--- src/rtl/rotation_parser.sv ---
// Parses an ASCII stream of rotation records ("L68\n", "R48\r\n", ...) into
// signed 32-bit rotations, one record per out_valid/out_ready transfer.
module rotation_parser (
    input  logic        clk,
    input  logic        reset_n,
    input  logic [7:0]  in_data,
    input  logic        in_valid,
    output logic        in_ready,
    output logic [31:0] out_n,
    output logic        out_valid,
    input  logic        out_ready,
    output logic        err,
    output logic [15:0] rec_count
);

    // Handshakes: a byte moves when in_valid & in_ready at a rising edge; a
    // record moves when out_valid & out_ready. out_n is held while stalled.

    typedef enum logic [1:0] {
        S_DIR   = 2'd0,
        S_DIGIT = 2'd1,
        S_EMIT  = 2'd2
    } state_t;

    localparam logic [7:0]  CH_L     = 8'h4C;
    localparam logic [7:0]  CH_R     = 8'h52;
    localparam logic [7:0]  CH_CR    = 8'h0D;
    localparam logic [7:0]  CH_LF    = 8'h0A;
    localparam logic [7:0]  CH_SP    = 8'h20;
    localparam logic [7:0]  CH_0     = 8'h30;
    localparam logic [7:0]  CH_9     = 8'h39;
    localparam logic [35:0] MAG_MAX  = 36'd2147483647;

    state_t      state_q, state_d;
    logic [31:0] mag_q, mag_d;
    logic        neg_q, neg_d;
    logic        dig_q, dig_d;
    logic [31:0] out_n_q, out_n_d;
    logic        err_q, err_d;
    logic [15:0] rec_q, rec_d;
    logic        run_q;

    logic        accept;
    logic        is_digit;
    logic [35:0] mag_ext;

    always_comb begin
        in_ready = run_q && (state_q != S_EMIT);
        accept   = in_valid && in_ready;
        is_digit = (in_data >= CH_0) && (in_data <= CH_9);
        // Wide enough that max*10+9 cannot wrap before the saturation compare.
        mag_ext  = ({4'd0, mag_q} * 36'd10) + {32'd0, in_data[3:0]};
    end

    always_comb begin
        state_d = state_q;
        mag_d   = mag_q;
        neg_d   = neg_q;
        dig_d   = dig_q;
        out_n_d = out_n_q;
        err_d   = err_q;
        rec_d   = rec_q;

        case (state_q)
            S_DIR: begin
                if (accept) begin
                    if ((in_data == CH_L) || (in_data == CH_R)) begin
                        neg_d   = (in_data == CH_L);
                        mag_d   = 32'd0;
                        dig_d   = 1'b0;
                        state_d = S_DIGIT;
                    end else if ((in_data != CH_CR) && (in_data != CH_LF) &&
                                 (in_data != CH_SP)) begin
                        err_d = 1'b1;
                    end
                end
            end

            S_DIGIT: begin
                if (accept) begin
                    if (is_digit) begin
                        dig_d = 1'b1;
                        if (mag_ext > MAG_MAX) begin
                            mag_d = MAG_MAX[31:0];
                            err_d = 1'b1;
                        end else begin
                            mag_d = mag_ext[31:0];
                        end
                    end else if (in_data == CH_CR) begin
                        state_d = S_DIGIT;
                    end else if ((in_data == CH_LF) && dig_q) begin
                        // Two's-complement negate; zero stays zero for "L0".
                        out_n_d = neg_q ? (~mag_q + 32'd1) : mag_q;
                        state_d = S_EMIT;
                    end else begin
                        err_d   = 1'b1;
                        state_d = S_DIR;
                    end
                end
            end

            S_EMIT: begin
                if (out_ready) begin
                    rec_d   = rec_q + 16'd1;
                    state_d = S_DIR;
                end
            end

            default: begin
                state_d = S_DIR;
            end
        endcase
    end

    always_ff @(posedge clk or negedge reset_n) begin
        if (!reset_n) begin
            state_q <= S_DIR;
            mag_q   <= 32'd0;
            neg_q   <= 1'b0;
            dig_q   <= 1'b0;
            out_n_q <= 32'd0;
            err_q   <= 1'b0;
            rec_q   <= 16'd0;
            run_q   <= 1'b0;
        end else begin
            state_q <= state_d;
            mag_q   <= mag_d;
            neg_q   <= neg_d;
            dig_q   <= dig_d;
            out_n_q <= out_n_d;
            err_q   <= err_d;
            rec_q   <= rec_d;
            run_q   <= 1'b1;
        end
    end

    assign out_n     = out_n_q;
    assign out_valid = (state_q == S_EMIT);
    assign err       = err_q;
    assign rec_count = rec_q;

endmodule

--- config.mk ---
export PLATFORM = sky130hd
export DESIGN_NAME = rotation_parser
export DESIGN_NICKNAME = d
export VERILOG_FILES = /design/src/rtl/rotation_parser.sv
export SDC_FILE = /design/constraint.sdc
export NUM_CORES = 1
export LEC_CHECK = 0
export CAP_MARGIN = 15
export CORE_MARGIN = 3
export CORE_UTILIZATION = 62
export DETAILED_ROUTE_END_ITERATION = 7
export GPL_ROUTABILITY_DRIVEN = 0
export PLACE_DENSITY = 0.92
export SETUP_SLACK_MARGIN = 0.5
export SYNTH_ARGS = -nofsm -noshare
export SYNTH_HDL_FRONTEND = slang
export SYNTH_SLANG_ARGS = --single-unit
--- constraint.sdc ---
create_clock -name clk -period 10.1 [get_ports clk]
set_input_delay 1.01 -clock clk [delete_from_list [all_inputs] [get_ports clk]]
set_output_delay 1.01 -clock clk [all_outputs]
set_load 0.05 [all_outputs]
==> Word level (Yosys, flattened, before mapping) <==
Index checks and enable logic that the tools add are counted.
{ "classes": {"add_sub_neg": 3, "mul": 1, "magnitude_cmp": 3, "n_eq_ne": 21, "mux": 29, "n_bitwise": 3, "n_reduce_logical": 15} }
{ "ops": {"columns": ["operator", "count"], "rows": [
  ["32-bit 2-to-1 mux", 6],
  ["32-bit case mux with 2 select lines", 1],
  ["36-bit by 4-bit adder with 36-bit output", 1],
  ["36-bit by 31-bit greater-than comparator with 1-bit output, second input constant", 1],
  ["32-bit by 3-bit multiplier with 35-bit output, second input constant", 1],
  ["32-bit by 1-bit adder with 32-bit output, second input constant", 1],
  ["32-bit NOT", 1],
  ["16-bit by 1-bit adder with 16-bit output, second input constant", 1],
  ["8-bit by 4-bit == test with 1-bit output, second input constant", 2],
  ["8-bit by 7-bit == test with 1-bit output, second input constant", 2],
  ["2-bit != test, second input constant", 8],
  ["8-bit by 4-bit != test with 1-bit output, second input constant", 2],
  ["5-bit AND reduction", 3],
  ["2-bit 2-to-1 mux", 7],
  ["1-bit 2-to-1 mux", 12],
  ["3-bit != test, second input constant", 3],
  ["8-bit by 6-bit >= comparator with 1-bit output, second input constant", 1],
  ["8-bit by 6-bit <= comparator with 1-bit output, second input constant", 1],
  ["8-bit by 6-bit != test with 1-bit output, second input constant", 1],
  ["8-bit AND reduction", 1],
  ["1-bit logical AND", 6],
  ["2-bit case mux with 3 select lines", 1],
  ["1-bit case mux with 2 select lines", 2],
  ["3-bit AND reduction", 1],
  ["other kinds (8)", 9]
]} }
{ "word_totals": {"reg_bits": 86, "input_bits": 12, "output_inout_bits": 51} }

==> Depth between registers and ports, before layout <==
{ "logic_depth": {"word_depth": 7, "mapped_depth": 16, "mapped_depth_nobuf": 14} }

==> Worst setup path after synthesis <==
Ideal clock, no wire load.
{ "synth_path": {"kind": "register to register", "start": "register mag_q[1]", "end": "register mag_q[0]", "setup_ps": 132, "arrival_ps": 4159, "t_required_ps": 9968, "slack_ps": 5809, "stages_incl_launch_ff": 17, "path_buffers": 2, "period_less_slack_ps": 4291, "path_cell_list": "dfrtp_1 ha_1 ha_1 inv_1 fa_1 nor2b_4 o21a_1 nor3_1 or4b_1 clkbuf_1 or3_4 nor4_4 nand3_2 or4_4 a21boi_4 buf_4 o21ai_1"} }
{ "synth_via": {"elab_chain_len": 7} }
{ "synth_lines": {"columns": ["item", "line", "text"], "rows": [
  ["start, declared", "35", "logic [31:0] mag_q, mag_d;"],
  ["start signal, assigned", "127", "mag_q <= mag_d;"],
  ["32-bit by 3-bit multiplier with 35-bit output", "52", "mag_ext = ({4'd0, mag_q} * 36'd10) + {32'd0, in_data[3:0]};"],
  ["36-bit by 4-bit adder with 36-bit output", "52", null],
  ["36-bit by 31-bit greater-than comparator with 1-bit output", "83", "if (mag_ext > MAG_MAX) begin"],
  ["32-bit 2-to-1 mux", "83", null],
  ["32-bit 2-to-1 mux", "81", "if (is_digit) begin"],
  ["32-bit 2-to-1 mux", "80", "if (accept) begin"],
  ["32-bit case mux with 2 select lines", "64", "case (state_q)"]
]} }
No other way between the ends. The select of a mux whose other input is x is not followed.
A chain may end at the register's enable or synchronous reset.

==> Final worst setup path <==
{ "layout_path": {"start": "register mag_q[1]", "end": "register err_q (netlist: err)"} }
{ "layout_via": {"elab_chain_len": 5} }
{ "layout_lines": {"columns": ["item", "line", "text"], "rows": [
  ["32-bit by 3-bit multiplier with 35-bit output", "52", null],
  ["36-bit by 4-bit adder with 36-bit output", "52", null],
  ["36-bit by 31-bit greater-than comparator with 1-bit output", "83", null],
  ["3-bit != test (no source line)", null, null],
  ["8-bit AND reduction (no source line)", null, null],
  ["end signal, assigned", "131", "err_q <= err_d;"],
  ["end, declared", "39", "logic err_q, err_d;"]
]} }
No other way between the ends.

==> metrics.md <==
| Metric | Value |
|---|---|
| Worst R2R Setup Slack | `4960 ps` |
| Fill count | `702` |
| Reg area | `2150 µm²` |
| DRC viols | `0` |
| Critical path class | `reg -> reg` |
| Largest net degree at the start of global routing | `87` |
| Post-DP HPWL | `14.0 mm` |
| Commonest non-fill, non-tap cells in the layout | `dfrtp_1 (86), a21oi_1 (68), ha_1 (65)` |
| Post-synth top flop | `dfrtp_1` |
| Vert. Die Dim | `113 µm` |
| Final ANT Viol Nets | `0` |
| CP max stage delay | `690 ps` |
| Total grt overflow | `0` |
| Hold buffer count at cts | `0` |
| Mapped Area | `7130 µm²` |
| Slew @ Worst Pin | `1050 ps` |
| DIE AREA | `12800 µm²` |
| CP delay by family, top | `simple AND/OR/NAND/NOR gates` |
| CP Capture Type | `flip-flop` |
| CTS tree | `built` |
| First-pass GRT wire length | `32.5 mm` |
| Final net count | `933` |
| N_diodes | `0` |
| Worst clock skew | `11.0 ps` |
| Share of layout cells above drive strength 1 | `0.0536` |
| Pre-antenna DRT Iters | `5` |
| Hold Vio Cnt, Final | `0` |
| Commonest non-fill, non-tap cell in the layout | `dfrtp_1` |
| Critical R2R Launch | `mag_q[1]` |
| Sequential cell area fraction in the yosys report | `0.302` |
| Clk buf depth | `2` |
| Reg2reg path depth | `13` |
| Post-CTS Setup Inserts | `0` |
| Warnings, synthesis | `0` |
| Area growth syn-to-layout | `14.6%` |
| Port bufs | `62` |
| RSZ-0062 raised after global routing | `no` |
| Multi-input gate area | `4770 µm²` |
| Min-Delay Path Class | `reg -> reg` |
| I/O pins | `63` |
| Required time worst endpoint | `10290 ps` |
| Yosys reg bits | `86` |
| Setup Viol. Count Final | `0` |
| DRT Wirelength | `20.3 mm` |
| WL/cell | `20.3 µm` |
| Clock latency at the later pin of the worst-skew pair | `350 ps` |
| Initial antenna violation count | `0` |
| WP data arrival | `5320 ps` |
| Net Count, Synth | `892` |
| Clk sinks | `86` |
| Initial Util | `0.646` |
| Reg2reg end | `err` |
| Fin crit share | `0.509` |
| CP max-delay cell | `a21boi_4` |
| Max-cap viol count | `0` |
| Post-route minimum period | `5140 ps` |
| Worst rel slew slack | `0.303` |
| Number of CTS-inserted buffers | `9` |
| Startpoint Class | `flip-flop` |
| Crit path from | `mag_q[1]` |
| WHS | `466 ps` |
| PD cells | `91.0 nW/µm²` |
| Root Buffer | `clkbuf_16` |
| CTS clk-pin slew, worst paths | `60 ps` |
| Post-synthesis async set-or-reset flop share | `1.00` |
| Tot Pwr | `0.743 mW` |
| Startpoint of the lowest-slack hold path | `rec_count[15]` |
| Num rows | `38` |
| Achievable Freq | `195 MHz` |
| Post-CTS Resized | `0` |
| Worst vdd ir | `0.144 mV` |
| CP cell instances | `ha_1 -> ha_1 -> inv_1 -> fa_1 -> xnor2_1 -> nand3b_1 -> or4b_1 -> or3_4 -> nor4_4 -> nand3_2 -> or4_4 -> a21boi_4 -> a31oi_1` |
| Synth cell types | `78` |
| Bufs and invs on worst path | `1` |
| Mean Syn Cell Area | `8.76 µm²` |
| Die Width | `113 µm` |
| Most used cell, CP | `ha_1` |
| Critical path depth | `13` |
| Setup TNS | `0 ps` |
| Detailed-route via count | `6915` |
| Final Max Tran Viols | `0` |
| CP max FO | `32` |
| Vias in the first global route | `6582` |
| Post-synth EDFFs | `0` |
| Critical Path Sink | `err` |
| Leak Pwr | `3.65 nW` |
| Vias per cell | `6.92` |
| H-tree lvl count | `3` |
| Status | `finished, final reports clean` |
| Total track usage | `0.307` |
| Iteration-0 DRC Markers | `981` |
| Core footprint | `11000 µm²` |
| Syn Inst Count | `813` |
-- cell usage after synthesis (14+ instances only) --
master,n,area (µm²)
dfrtp_1,86,2150
a21oi_1,68,340
ha_1,65,813
nor2_1,65,244
nand2_1,63,236
xor2_1,48,420
o21ai_0,40,200
xnor2_1,40,350
o21ai_1,30,150
clkbuf_1,24,90.1
a22oi_1,23,173
or3_1,15,93.8
nand4_1,14,87.6
-- metrics by stage --
step	area [µm²]	std cells	worst slack (ps)	utilization
3_3_place_gp	7780	981	5210	0.705
4_1_cts	8140	998	4990	0.738
3_5_place_dp	7810	982	5040	0.708
5_1_grt	8160	999	4590	0.740
2_1_floorplan	7130	813	5810	-
6_report	8160	999	4960	0.740
-- kinds of logic (layout without fill, tap and decap cells) --
family / Yosys count / count (layout) / synth area share
AOI/OAI and AO/OA: 254 / 254 / 0.232
xor gates and xnor gates: 88 / 88 / 0.108
adders and majority gates: 67 / 67 / 0.120
buffers and inverters: 48 / 94 / 0.0304
DFF: 86 / 86 / 0.302
muxes: 5 / 5 / 0.00737
other: 1 / 1 / 0.000526
and+or+nand+nor: 264 / 264 / 0.200
-- state kept, by name, indices dropped and copies added (netlist names) --
name / flops
dig_q: 1
out_n: 32
mag_q: 32
state_q: 2
neg_q: 1
run_q: 1
rec_count: 16
err: 1
-- worst min-delay path by stage --
stage,to,cells after the start
floorplan,dig_q,2
global placement,rec_count[15],1
detailed placement,rec_count[15],1
CTS,rec_count[15],1
global route,rec_count[15],1
finish,rec_count[15],1
-- report_power, final --
group          leakage [nW]  switching, mW  internal [mW]  total, mW
Clock                 0.166          0.132          0.237      0.368
Combinational          2.29         0.0182        0.00841     0.0266
Sequential             1.19        0.00187          0.346      0.348
-- routing by layer --
layer  vias up  track usage  share of wire
met5         -            0              0
met4         0        0.111          0.035
met3        88       0.0519          0.093
met2       441        0.504           0.47
met1      3273        0.411           0.40
li1       3113            -              -
-- cell type report --
class	count	area share
clock buffers	13	0.0331
clock inverters	3	0.00797
inverters	12	0.00552
multi-input cells	679	0.585
flip-flops and latches	86	0.264
well taps	140	0.0215
repair buffers	66	0.0834
No activity file was read; power rests on OpenSTA's default activity.
==> RTL change, RTL diff (same flow settings) <==
`MAG_MAX`: 36'd2147483647 -> 36'd1073741824.
--- a/src/rtl/rotation_parser.sv
+++ b/src/rtl/rotation_parser.sv
@@ -30,5 +30,5 @@
     localparam logic [7:0]  CH_0     = 8'h30;
     localparam logic [7:0]  CH_9     = 8'h39;
-    localparam logic [35:0] MAG_MAX  = 36'd2147483647;
+    localparam logic [35:0] MAG_MAX  = 36'd1073741824;
 
     state_t      state_q, state_d;
Formal check against the unedited RTL: no difference found for any inputs over 4 cycles, from zero or initial values and one cycle with reset_n low; that may be too few to reach the edited logic, so the function may still have changed.
==> RTL change against the original RTL <==
  * Final area is 2.8% higher
  * Sequential power barely moved
  * Sequential cell count did not move
  * Total power decreased by 4.4%
  * Highest routed layer unchanged
  * Wire length shrank 5.1%
  * Synthesized area is 3.8% higher
  * Worst setup slack got worse by 0.93 ns
  * Utilization down 1.1 points
==> RTL change: results (changes against the original RTL) <==
The flow ran to the end, and the final reports show no timing, DRC or antenna violations. The CTS clock-pin slew for the worst setup and hold paths was 0.06 ns (about the same). The final cycle utilization of the critical path is 60.1% (+9.2 points). The leakage power summed over all cells came out at 3.82 nW (+4.7%). The count of distinct cell types in the synthesized netlist came to 76 (-2.6%). The number of DRC violations after detailed-routing iteration 0 is 635 (-35%). The area occupied by multi-input gates came out at 0.00505 sq mm (+5.7%).

The average routed wire per standard cell came to 17.7 um (-13%). The number of non-clock inverters in the layout came out at 19 (+7). The fraction of layout cells with a size suffix above 1 was 4.99% (-0.37 points). The worst-path maximum fanout came out at 21 (-34%). The total of clock buffers placed in the layout is 14 (+1). On the critical path, the stage with the largest delay is an instance of sky130_fd_sc_hd__o2bb2ai_1. The total routing usage reported by global routing came to 30.0% (-0.77 points). The count of buffers not belonging to the clock network in the layout came out at 65 (-1.5%).

The worst setup slack for register-to-register paths is 4.03 ns (-0.93 ns). Broken down by cell family, the worst path's largest delay share belongs to compound AO/OA/AOI/OAI gates. The net count reported at finish came out at 1016 (+8.9%). By area the synthesized netlist is led by sky130_fd_sc_hd__dfrtp_1, sky130_fd_sc_hd__ha_1, sky130_fd_sc_hd__nand2_1. The actual transition at the worst max-transition pin came out at 1.07 ns (+0.0285 ns).

The share of final layout cell area taken by non-clock buffers was 7.63% (-0.71 points). The global-route wire length before repair is 32500 um (about the same). The worst endpoint data arrival time came out at 6.29 ns (+0.97 ns).

The half-perimeter wire length after detailed placement is 14400 um (+3.0%). The post-cts sizing count is 0 (unchanged). The register share of the cell area is 25.6% (-0.73 points).

The maximum vdd drop is 0.0000662 V (-54%). Counting instances in the post-synthesis netlist gives the leading cell types as sky130_fd_sc_hd__nand2_1, sky130_fd_sc_hd__dfrtp_1, sky130_fd_sc_hd__o21ai_0, sky130_fd_sc_hd__ha_1, sky130_fd_sc_hd__nor2_1. The total iterations of the first detailed-routing run is 5 (unchanged).

The share of flip-flops with an asynchronous set or reset is 100% (unchanged). The post-detailed-route via-to-cell ratio came out at 6.48 (-6.3%). CTS placed an instance of sky130_fd_sc_hd__clkbuf_16 at the clock tree root. The register area share after synthesis came out at 29.1% (-1.1 points).

The number of buffers on the longest clock path is 2 (unchanged). The portion of the layout cell area used by clock cells was 3.61% (-0.50 points). The worst clock skew is 0.00666 ns (-0.00434 ns). The pre-CTS setup slack is 4.15 ns (-0.885 ns). The multi-input logic cell count came out at 756 (+11%). The post-synthesis net count is 973 (+9.1%). The number of fillers in the final layout came out at 800 (+14%). The number of global-route vias before repair came out at 6664 (+1.2%).
RTL change: cell count changes in the layout (fill, tap and decap cells not counted), sizes merged, moves of 7 or more:
cell	change
a21oi	-33
o21ai	+17
nor2	-7
nand2	+77
nand3	+16
inv	+8
a22oi	-21
nor3	+8
nand4	+8
o31ai	+16
RTL change: cells by family after synthesis:
logic type,Yosys count,synth area share [%]
and+or+nand+nor,359,24.0
AOI/OAI and AO/OA,228,20.3
xor gates and xnor gates,92,11.0
DFF,86,29.1
adders and majority gates,67,11.5
buffers and inverters,52,2.81
muxes,9,1.29
other,1,0.0507
RTL change: metal layers:
layer	vias up	global-route usage (%)	share of wire (%)	routed length, um
met3	45	5.32	7.5	1440
met5	-	0	0	0
li1	3350	-	-	-
met1	3343	41.4	44	8400
met2	298	48.1	47	8980
met4	0	9.15	2.2	418
RTL change: path summary, 6_finish.rpt:
check,startpoint,cells past startpoint,to
min in group asynchronous,reset_n,1,out_n[8]
worst max register to register,mag_q[1],14,err
worst min register to register,out_n[23],2,out_n[23]
max in group asynchronous,reset_n,1,out_n[0]
worst min-delay path,out_n[23],2,out_n[23]
worst max-delay path,mag_q[1],14,err
RTL change: stage by stage:
stage	total power [mW]	utilization (%)	cell area, sq um	hold slack, ns	std cells
2_1_floorplan	0.363	-	7400	0.450	894
3_3_place_gp	0.379	70.3	8090	0.459	1069
3_5_place_dp	0.380	70.3	8090	0.469	1069
4_1_cts	0.714	72.9	8390	0.485	1085
5_1_grt	0.729	72.9	8390	0.509	1085
6_report	0.710	72.9	8390	0.486	1085
RTL change: report_power, final:
group,leakage [nW],switching [mW],internal [mW]
combinational,2.48,0.0175,0.00902
sequential,1.19,0.00123,0.346
clock,0.147,0.130,0.206
total,3.82,0.149,0.561
